## config.mk

```make
export PLATFORM = sky130hd
export DESIGN_NAME = dsp_reset_responder
export DESIGN_NICKNAME = d
export VERILOG_FILES = /design/src/rtl/dsp_reset_responder.sv
export SDC_FILE = /design/constraint.sdc
export NUM_CORES = 1
export LEC_CHECK = 0
export CORE_MARGIN = 2
export CORE_UTILIZATION = 50
export DETAILED_ROUTE_END_ITERATION = 8
export PLACE_DENSITY = 0.81
export SYNTH_ARGS = -nofsm -noshare
export SYNTH_HDL_FRONTEND = slang
export SYNTH_SLANG_ARGS = --single-unit
```

## constraint.sdc

```tcl
create_clock -name sys_clock -period 4.2 [get_ports sys_clock]
set_input_delay 1.05 -clock sys_clock [delete_from_list [all_inputs] [get_ports sys_clock]]
set_output_delay 1.05 -clock sys_clock [all_outputs]
set_load 0.01 [all_outputs]
```

## src/rtl/dsp_reset_responder.sv

```systemverilog
// Card-side Sound Blaster DSP reset/identify responder.
// Watches ISA I/O cycles at one base address. A reset pulse written to base+6
// holds the DSP in reset. Releasing it starts a fixed delay, after which
// data-available is raised and base+A returns the acknowledge byte.
//
// Ports:
//   sys_clock  system clock; all logic runs on its rising edge
//   reset      asynchronous active-high reset
//   address    ISA address; only bits [9:0] are decoded
//   data_in    ISA write data
//   iow_n      ISA I/O write strobe, active low, asynchronous to sys_clock
//   ior_n      ISA I/O read strobe, active low, asynchronous to sys_clock
//   data_out   read data driven to the bus transceiver
//   data_dir   1 while the card drives the data bus
//   dsp_reset  1 while the DSP core is held in reset
//   read_ack   one-cycle pulse when the acknowledge-byte read completes
module dsp_reset_responder #(
  parameter logic [15:0] BASE_ADDR   = 16'h0220,
  parameter logic [15:0] RESET_DELAY = 16'd8,
  parameter logic [7:0]  ACK_BYTE    = 8'hAA
) (
  input  logic        sys_clock,
  input  logic        reset,
  input  logic [15:0] address,
  input  logic [7:0]  data_in,
  input  logic        iow_n,
  input  logic        ior_n,
  output logic [7:0]  data_out,
  output logic        data_dir,
  output logic        dsp_reset,
  output logic        read_ack
);

  typedef enum logic [1:0] {
    IDLE,
    RESET_HELD,
    DELAY,
    ACK_PENDING
  } state_t;

  state_t state, state_next;
  logic [15:0] cnt, cnt_next;
  logic        avail, avail_next;
  logic        read_ack_next;

  // Two-flop synchronisers plus one history flop for edge detection.
  logic iow_meta, iow_sync, iow_prev;
  logic ior_meta, ior_sync, ior_prev;

  // Set when the current read returned ACK_BYTE; its end event completes
  // the handshake.
  logic rd_is_ack;

  logic wr_start, rd_start, rd_end;
  logic hit_6, hit_a, hit_c, hit_e;
  logic rd_hit;
  logic [7:0] rd_data;

  localparam logic [9:0] BASE10 = BASE_ADDR[9:0];

  // Start events are dropped whenever both strobes are low together.
  assign wr_start = iow_prev && !iow_sync && ior_sync;
  assign rd_start = ior_prev && !ior_sync && iow_sync;
  assign rd_end   = !ior_prev && ior_sync;

  assign hit_6 = (address[9:0] == BASE10 + 10'h6);
  assign hit_a = (address[9:0] == BASE10 + 10'hA);
  assign hit_c = (address[9:0] == BASE10 + 10'hC);
  assign hit_e = (address[9:0] == BASE10 + 10'hE);

  // Read data snapshot taken at the read start event.
  always_comb begin
    rd_hit  = 1'b0;
    rd_data = '0;
    if (hit_a) begin
      rd_hit  = 1'b1;
      rd_data = (state == ACK_PENDING) ? ACK_BYTE : 8'h00;
    end else if (hit_c) begin
      rd_hit  = 1'b1;
      rd_data = (state == RESET_HELD || state == DELAY) ? 8'h80 : 8'h00;
    end else if (hit_e) begin
      rd_hit  = 1'b1;
      rd_data = {avail, 7'b0};
    end
  end

  always_comb begin
    state_next    = state;
    cnt_next      = cnt;
    avail_next    = avail;
    read_ack_next = 1'b0;

    case (state)
      DELAY: begin
        if (cnt == RESET_DELAY - 16'd1) begin
          state_next = ACK_PENDING;
          avail_next = 1'b1;
        end else begin
          cnt_next = cnt + 16'd1;
        end
      end
      ACK_PENDING: begin
        if (rd_end && rd_is_ack) begin
          state_next    = IDLE;
          avail_next    = 1'b0;
          read_ack_next = 1'b1;
        end
      end
      default: ;
    endcase

    // Reset-port writes override the sequencing above.
    if (wr_start && hit_6) begin
      if (data_in[0]) begin
        state_next    = RESET_HELD;
        cnt_next      = '0;
        avail_next    = 1'b0;
        read_ack_next = 1'b0;
      end else if (state == RESET_HELD) begin
        state_next = DELAY;
        cnt_next   = '0;
      end
    end
  end

  always_ff @(posedge sys_clock or posedge reset) begin
    if (reset) begin
      iow_meta  <= 1'b1;
      iow_sync  <= 1'b1;
      iow_prev  <= 1'b1;
      ior_meta  <= 1'b1;
      ior_sync  <= 1'b1;
      ior_prev  <= 1'b1;
      state     <= IDLE;
      cnt       <= '0;
      avail     <= 1'b0;
      read_ack  <= 1'b0;
      dsp_reset <= 1'b0;
      data_out  <= '0;
      data_dir  <= 1'b0;
      rd_is_ack <= 1'b0;
    end else begin
      iow_meta  <= iow_n;
      iow_sync  <= iow_meta;
      iow_prev  <= iow_sync;
      ior_meta  <= ior_n;
      ior_sync  <= ior_meta;
      ior_prev  <= ior_sync;
      state     <= state_next;
      cnt       <= cnt_next;
      avail     <= avail_next;
      read_ack  <= read_ack_next;
      dsp_reset <= (state == RESET_HELD) || (state == DELAY);

      if (rd_start) begin
        if (rd_hit) begin
          data_out <= rd_data;
          data_dir <= 1'b1;
        end
        rd_is_ack <= hit_a && (state == ACK_PENDING);
      end else if (rd_end) begin
        data_out  <= '0;
        data_dir  <= 1'b0;
        rd_is_ack <= 1'b0;
      end

      // A new reset pulse cancels any handshake the current read was part of.
      if (wr_start && hit_6 && data_in[0]) begin
        rd_is_ack <= 1'b0;
      end
    end
  end

endmodule
```

==> metrics.md, run 1 <==
| Metric | Value |
|---|---|
| Element type at the critical path end | `flop` |
| P_int | `about 0.59 mW` |
| Maximum VDD drop | `between 0.0002 and 0.0003 V` |
| Top FF cell, synth | `dfrtp_1` |
| Post-CTS Setup Bufs | `0` |
| Hold Path Class | `flop to flop` |
| Fin. Hold Viols | `0` |
| Clk sinks | `31` |
| CTS max path bufs | `2` |
| Clock latency on the worst-skew pair | `approximately 0.34 ns` |
| Max-cap violations | `0` |
| Sequential Area | `783.3 um2` |
| Setup_tns | `0 ns` |
| Synthesized area per cell | `9.765 um2` |
| Vias in the first global route | `around 1300` |
| Fin Clk Skew | `0.01227 ns` |
| TritonRoute pass-1 iters | `4` |
| Number of primary I/O pins | `39` |
| Slew @ Worst Pin | `1.157 ns` |
| Crit path DAT | `3.38 ns` |
| Final WL | `approximately 3400 um` |
| GPL Wtd Cong | `roughly 0.81` |
| Synth cell types | `42` |
| Sw Pwr | `about 0.32 mW` |
| Worst reg2reg startpoint | `ior_sync$_DFF_PP1_` |
| Clock share of power | `22.1%` |
| Multi-input logic area | `738.2 um2` |
| Die area | `about 3700 um2` |
| DRC | `0` |
| Port Buf Inserts | `21` |
| RSZ-0062 raised after global routing | `no` |
| Post-Place Cells | `224` |
| Register clock-pin slew on the reported worst setup and hold paths | `0.09 ns` |
| Tot GR Track Use | `21.70%` |
| Crit Path Category | `input pin to flop` |
| Largest net degree at the start of global routing | `32` |
| Post-synth top area cell | `dfrtp_1` |
| Initial Util | `52.46%` |
| Die X | `60.60 um` |
| Reg power frac | `51.8%` |
| Hold Startpoint | `ior_meta$_DFF_PP1_` |
| Synthesized flop and latch total | `31` |
| CTS tree | `yes` |
| Synthesized area | `between 1500 and 2000 um2` |
| Async SR Flop Fraction | `100.0%` |
| Fillcell total | `258` |
| Critical path data required time | `4.39 ns` |
| Yosys top cell area share | `39.06%` |
| Pleak | `0.7625 nW` |
| CTS resizes | `0` |
| CTS H-tree lvls | `2` |
| Antenna viol nets, final | `0` |
| Max_slew headroom | `22.77%` |
| Logic pwr share | `26.1%` |
| Switching part of the total power | `35.06%` |
| Finished Layout Cells | `232` |
| Vias | `1320` |
| Synth-to-layout area growth | `18.44%` |
| Post-synthesis sequential area ratio | `48.91%` |
| Pins Over Slew Limit | `0` |
| Post-synth EDFFs | `0` |
| Vias per cell | `around 5.7` |
| Most common library cell in the layout ignoring fill and taps | `dfrtp_1` |
| Post-route cell area | `1897 um2` |
| Ys Warns | `0` |
| Final setup violation count | `0` |
| Post-DP HPWL | `2423 um` |
| Fmax | `0.3131 GHz` |
| Crit path from | `address[7]` |
| Tot Pwr | `0.9079 mW` |
| Num CTS Buffers | `5` |
| Pre-CTS setup slack | `0.6389 ns` |
| Share of cells above drive strength 1 | `12.23%` |
| First-pass GRT wire length | `5727 um` |
| Synth area leaders | `dfrtp_1 (39%), dfstp_2 (9.8%), nor2_1 (4.7%)` |
| Syn Inst Count | `164` |
| Initial antenna violation count | `0` |
| Core Box Area | `3053 um2` |
| WL/cell | `14.66 um` |
| Total grt overflow | `0` |
| Final min period | `3.194 ns` |
| Placed cell areas | `1828 um2` |
| Rows | `20` |
| Die height | `60.60 um` |
| Most frequent cells in the layout | `dfrtp_1 (25), clkdlybuf4s50_1 (21), nor2_1 (20)` |
| Final critical-path setup slack | `1.006 ns` |
| Final net count | `219` |
| Power per cell area | `478.6 nW/um2` |
| Final Cycle Share | `between 70% and 80%` |
| Hold_buf cts | `0` |
| # diodes | `0` |
| Clk root buf | `clkbuf_4` |
| Critical Path Fanout Max | `9` |
| Initial DRC Count | `34` |
| Status | `complete, no violations` |
| Crit path launch type | `input pin` |
path summary, 6_finish.rpt:
kind	cells past startpoint	endpoint	slack [ns]
max in group asynchronous	2	avail$_DFF_PP0_	2.18
min in group asynchronous	2	data_dir$_DFFE_PP0P_	1.32
setup / recovery	5	cnt[4]$_DFF_PP0_	1.01
setup reg to reg	4	cnt[4]$_DFF_PP0_	2.05
hold reg to reg	0	ior_sync$_DFF_PP1_	0.36
hold / removal	0	ior_sync$_DFF_PP1_	0.36
cell usage after synthesis, types with 5 or more instances:
| cell | n |
|---|---|
| a21oi_1 | 10 |
| buf_4 | 6 |
| dfrtp_1 | 25 |
| dfstp_2 | 6 |
| inv_1 | 9 |
| nand2_1 | 8 |
| nand3_1 | 7 |
| nand4_1 | 7 |
| nor2_1 | 20 |
| nor4_1 | 5 |
| xnor2_1 | 8 |
worst max-delay path, stage by stage:
cell,delay (ns)
clkdlybuf4s50_1,0.40
or4b_4,0.55
nor4_1,0.63
nor2b_1,0.63
nor2_1,0.12
metal layers:
layer	vias to the layer above	wire length, um	track usage (%)
met4	0	91	9.317
met3	6	200	5.330
met5	-	0	0
met2	44	1683	37.02
met1	647	1424	26.10
li1	623	-	-
sequential cells by signal (all words and copies together), names as in the netlist, named ones only:
| register | flops |
|---|---|
| state | 1 |
| ior_meta | 1 |
| dsp_reset | 1 |
| cnt | 16 |
| ior_prev | 1 |
| data_dir | 1 |
| iow_prev | 1 |
| iow_sync | 1 |
| data_out | 2 |
| read_ack | 1 |
| ior_sync | 1 |
| avail | 1 |
| iow_meta | 1 |
| rd_is_ack | 1 |
stage by stage:
stage	utilization [%]	hold WS, ns
2_1_floorplan	-	0.3452
3_3_place_gp	59.88	0.3453
3_5_place_dp	59.88	0.3513
4_1_cts	62.13	0.3667
5_1_grt	62.13	0.3678
6_report	62.13	0.3644
power groups by stage:
stage          Combinational, mW  Clock, mW  Sequential, mW
4_1_cts                    0.238      0.203           0.468
3_5_place_dp               0.236          0           0.472
2_1_floorplan              0.186          0           0.452
5_1_grt                    0.274      0.214           0.483
3_3_place_gp               0.222          0           0.468
6_report                   0.237      0.200           0.470
area by class of cell:
type                    count  share of cell area, %
clock buffers               8                  3.628
inverters                   9                  1.781
multi-input cells         118                  38.92
flip-flops and latches     31                  41.29
well taps                  44                  2.902
repair buffers             22                  11.48
cells by family (layout without fill, tap and decap cells):
family / count (synthesis) / in the layout / share of synthesized area (%)
compound gates: 27 / 27 / 10.86
fa+ha+maj: 4 / 4 / 3.125
xor+xnor: 10 / 10 / 5.469
other cells: 1 / 4 / 0.2342
simple gates: 73 / 73 / 25.70
flops: 31 / 31 / 48.91
buf+inv: 18 / 39 / 5.703
Power figures use the tool's default switching activity.
==> inputs of run 2 (changes only) <==
- CORE_UTILIZATION: 50 -> 49
- PLACE_DENSITY: 0.81 -> 0.79
- clock period: 4.2 -> 3.1 ns (I/O delays scaled with it)
==> metrics.md, run 2 (synthesis results as in run 1) <==
| Metric | Value |
|---|---|
| Status | `complete, no violations` |
| Rows | `20` |
| Slowest cell delay on critical path | `0.57 ns` |
| First-pass GRT wire length | `5513 um` |
| Hold Path Class | `flop to flop` |
| Final net count | `222` |
| Final min period | `2.573 ns` |
| Most Crowded Layer GR | `met2` |
| Post-route cell area | `1919 um2` |
| CTS resizes | `0` |
| Initial DRC Count | `57` |
| Hold_buf cts | `0` |
| Finished Layout Cells | `235` |
| DRC | `0` |
| Die area | `3742 um2` |
| Total grt overflow | `0` |
| Met2 Track Usage GR | `about a third` |
| Power per cell area | `around 640 nW/um2` |
| Met1 track demand over resource | `25.91%` |
| WL/cell | `13.97 um` |
| CP top delay family | `simple AND/OR/NAND/NOR gates` |
| Post-DP HPWL | `2423 um` |
| Fin Clk Skew | `0.01439 ns` |
| Most common library cell in the layout ignoring fill and taps | `dfrtp_1` |
| GPL Wtd Cong | `0.7651` |
| Fmax | `0.3886 GHz` |
| Pleak | `about 0.78 nW` |
| Fillcell total | `about 250` |
| Die X | `61.17 um` |
| Maximum VDD drop | `0.0003094 V` |
| Port Buf Inserts | `21` |
| TritonRoute pass-1 iters | `4` |
| GR Layer Usage met3 | `5.462%` |
| Critical path cell sequence | `clkdlybuf4s50_1, or4b_4, or4_4, or3_1, o211ai_1` |
| Vias | `~1300` |
| Most frequent cells in the layout | `dfrtp_1 (25), clkdlybuf4s50_1 (21), nor2_1 (20)` |
| Most flops, register | `cnt` |
| Final Cycle Share | `83.01%` |
| Crit path DAT | `~2.8 ns` |
| Clk root buf | `clkbuf_4` |
| Final setup violation count | `0` |
| WP buf/inv | `1` |
| Die height | `61.17 um` |
| Vias per cell | `about 5.5` |
| Tot GR Track Use | `20.25%` |
| Share of cells above drive strength 1 | `between 10% and 20%` |
| Vias in the first global route | `1194` |
| Clock latency on the worst-skew pair | `between 0.3 and 0.4 ns` |
| Setup_tns | `0 ns` |
| Final WL | `3282 um` |
| Crit path launch type | `input pin` |
| CTS max path bufs | `2` |
| Register clock-pin slew on the reported worst setup and hold paths | `0.09 ns` |
| RSZ-0062 raised after global routing | `no` |
| Clk sinks | `31` |
| Crit Path Category | `input pin to flop` |
| Crit path max-delay cell type | `or4_4` |
| Element type at the critical path end | `flop` |
| Pins Over Slew Limit | `0` |
| CTS H-tree lvls | `2` |
| Largest net degree at the start of global routing | `32` |
| Fin. Hold Viols | `0` |
| Top flop regs | `cnt: 16 flops, data_out: 2 flops` |
| Core Box Area | `3078 um2` |
| Post-CTS Setup Bufs | `0` |
| Antenna viol nets, final | `0` |
| CTS tree | `yes` |
| # diodes | `0` |
| Initial antenna violation count | `0` |
| Initial Util | `around 52%` |
| Number of flip-flops under the largest register name | `16` |
| Number of primary I/O pins | `39` |
| Critical Path Fanout Max | `6` |
| Critical path data required time | `~3.3 ns` |
| Num CTS Buffers | `5` |
| Synth-to-layout area growth | `19.84%` |
| Max-cap violations | `0` |
| Placed cell areas | `between 1500 and 2000 um2` |
| Post-Place Cells | `around 230` |
==> run 2: report_power, final <==
group	internal, mW	switching (mW)	leakage, nW
clock	0.133	0.130	0.0386
sequential	0.510	0.128	0.352
combinational	0.157	0.169	0.388
total	0.801	0.427	0.778
==> run 2: worst paths after layout <==
path	endpoint	from	slack [ns]	depth (start not counted)
worst max-delay path	data_out[7]$_DFFE_PP0P_	address[7]	0.53	5
worst min-delay path	ior_sync$_DFF_PP1_	ior_meta$_DFF_PP1_	0.36	0
worst max register to register	cnt[3]$_DFF_PP0_	state[0]$_DFF_PP0_	1.22	5
worst min register to register	ior_sync$_DFF_PP1_	ior_meta$_DFF_PP1_	0.36	0
max in group asynchronous	ior_prev$_DFF_PP1_	reset	1.95	3
min in group asynchronous	cnt[11]$_DFF_PP0_	reset	0.81	3
==> run 2: worst reg2reg max path, delay by kind of cell, from the launching register on <==
family	cells	cell delay [ns]
compound gates	1	0.16
fa+ha+maj	1	0.39
buf+inv	1	0.09
flops	1	0.42
simple gates	2	0.75
==> run 2: through the flow <==
stage / worst slack [ns] / hold slack (ns) / utilization [%] / total power, mW
2_1_floorplan: 0.6819 / 0.3452 / - / 0.8649
3_3_place_gp: 0.2181 / 0.3456 / 60.12 / 0.9342
3_5_place_dp: 0.1872 / 0.3517 / 60.12 / 0.9654
4_1_cts: 0.5289 / 0.3649 / 62.36 / 1.232
5_1_grt: 0.5150 / 0.3717 / 62.36 / 1.315
6_report: 0.5267 / 0.3616 / 62.36 / 1.227
==> run 2: routing by layer <==
layer,wire length (um),vias up
met1,1503,624
met2,1579,27
met4,47,0
met5,0,-
li1,-,627
met3,152,5
==> run 2: final cells by class <==
cell class	count	area [um2]	share of cell area (%)
repair buffers	25	240.2	12.52
flip-flops and latches	31	783.3	40.81
clock buffers	8	68.82	3.585
multi-input cells	118	738.2	38.46
well taps	44	55.05	2.868
inverters	9	33.78	1.760
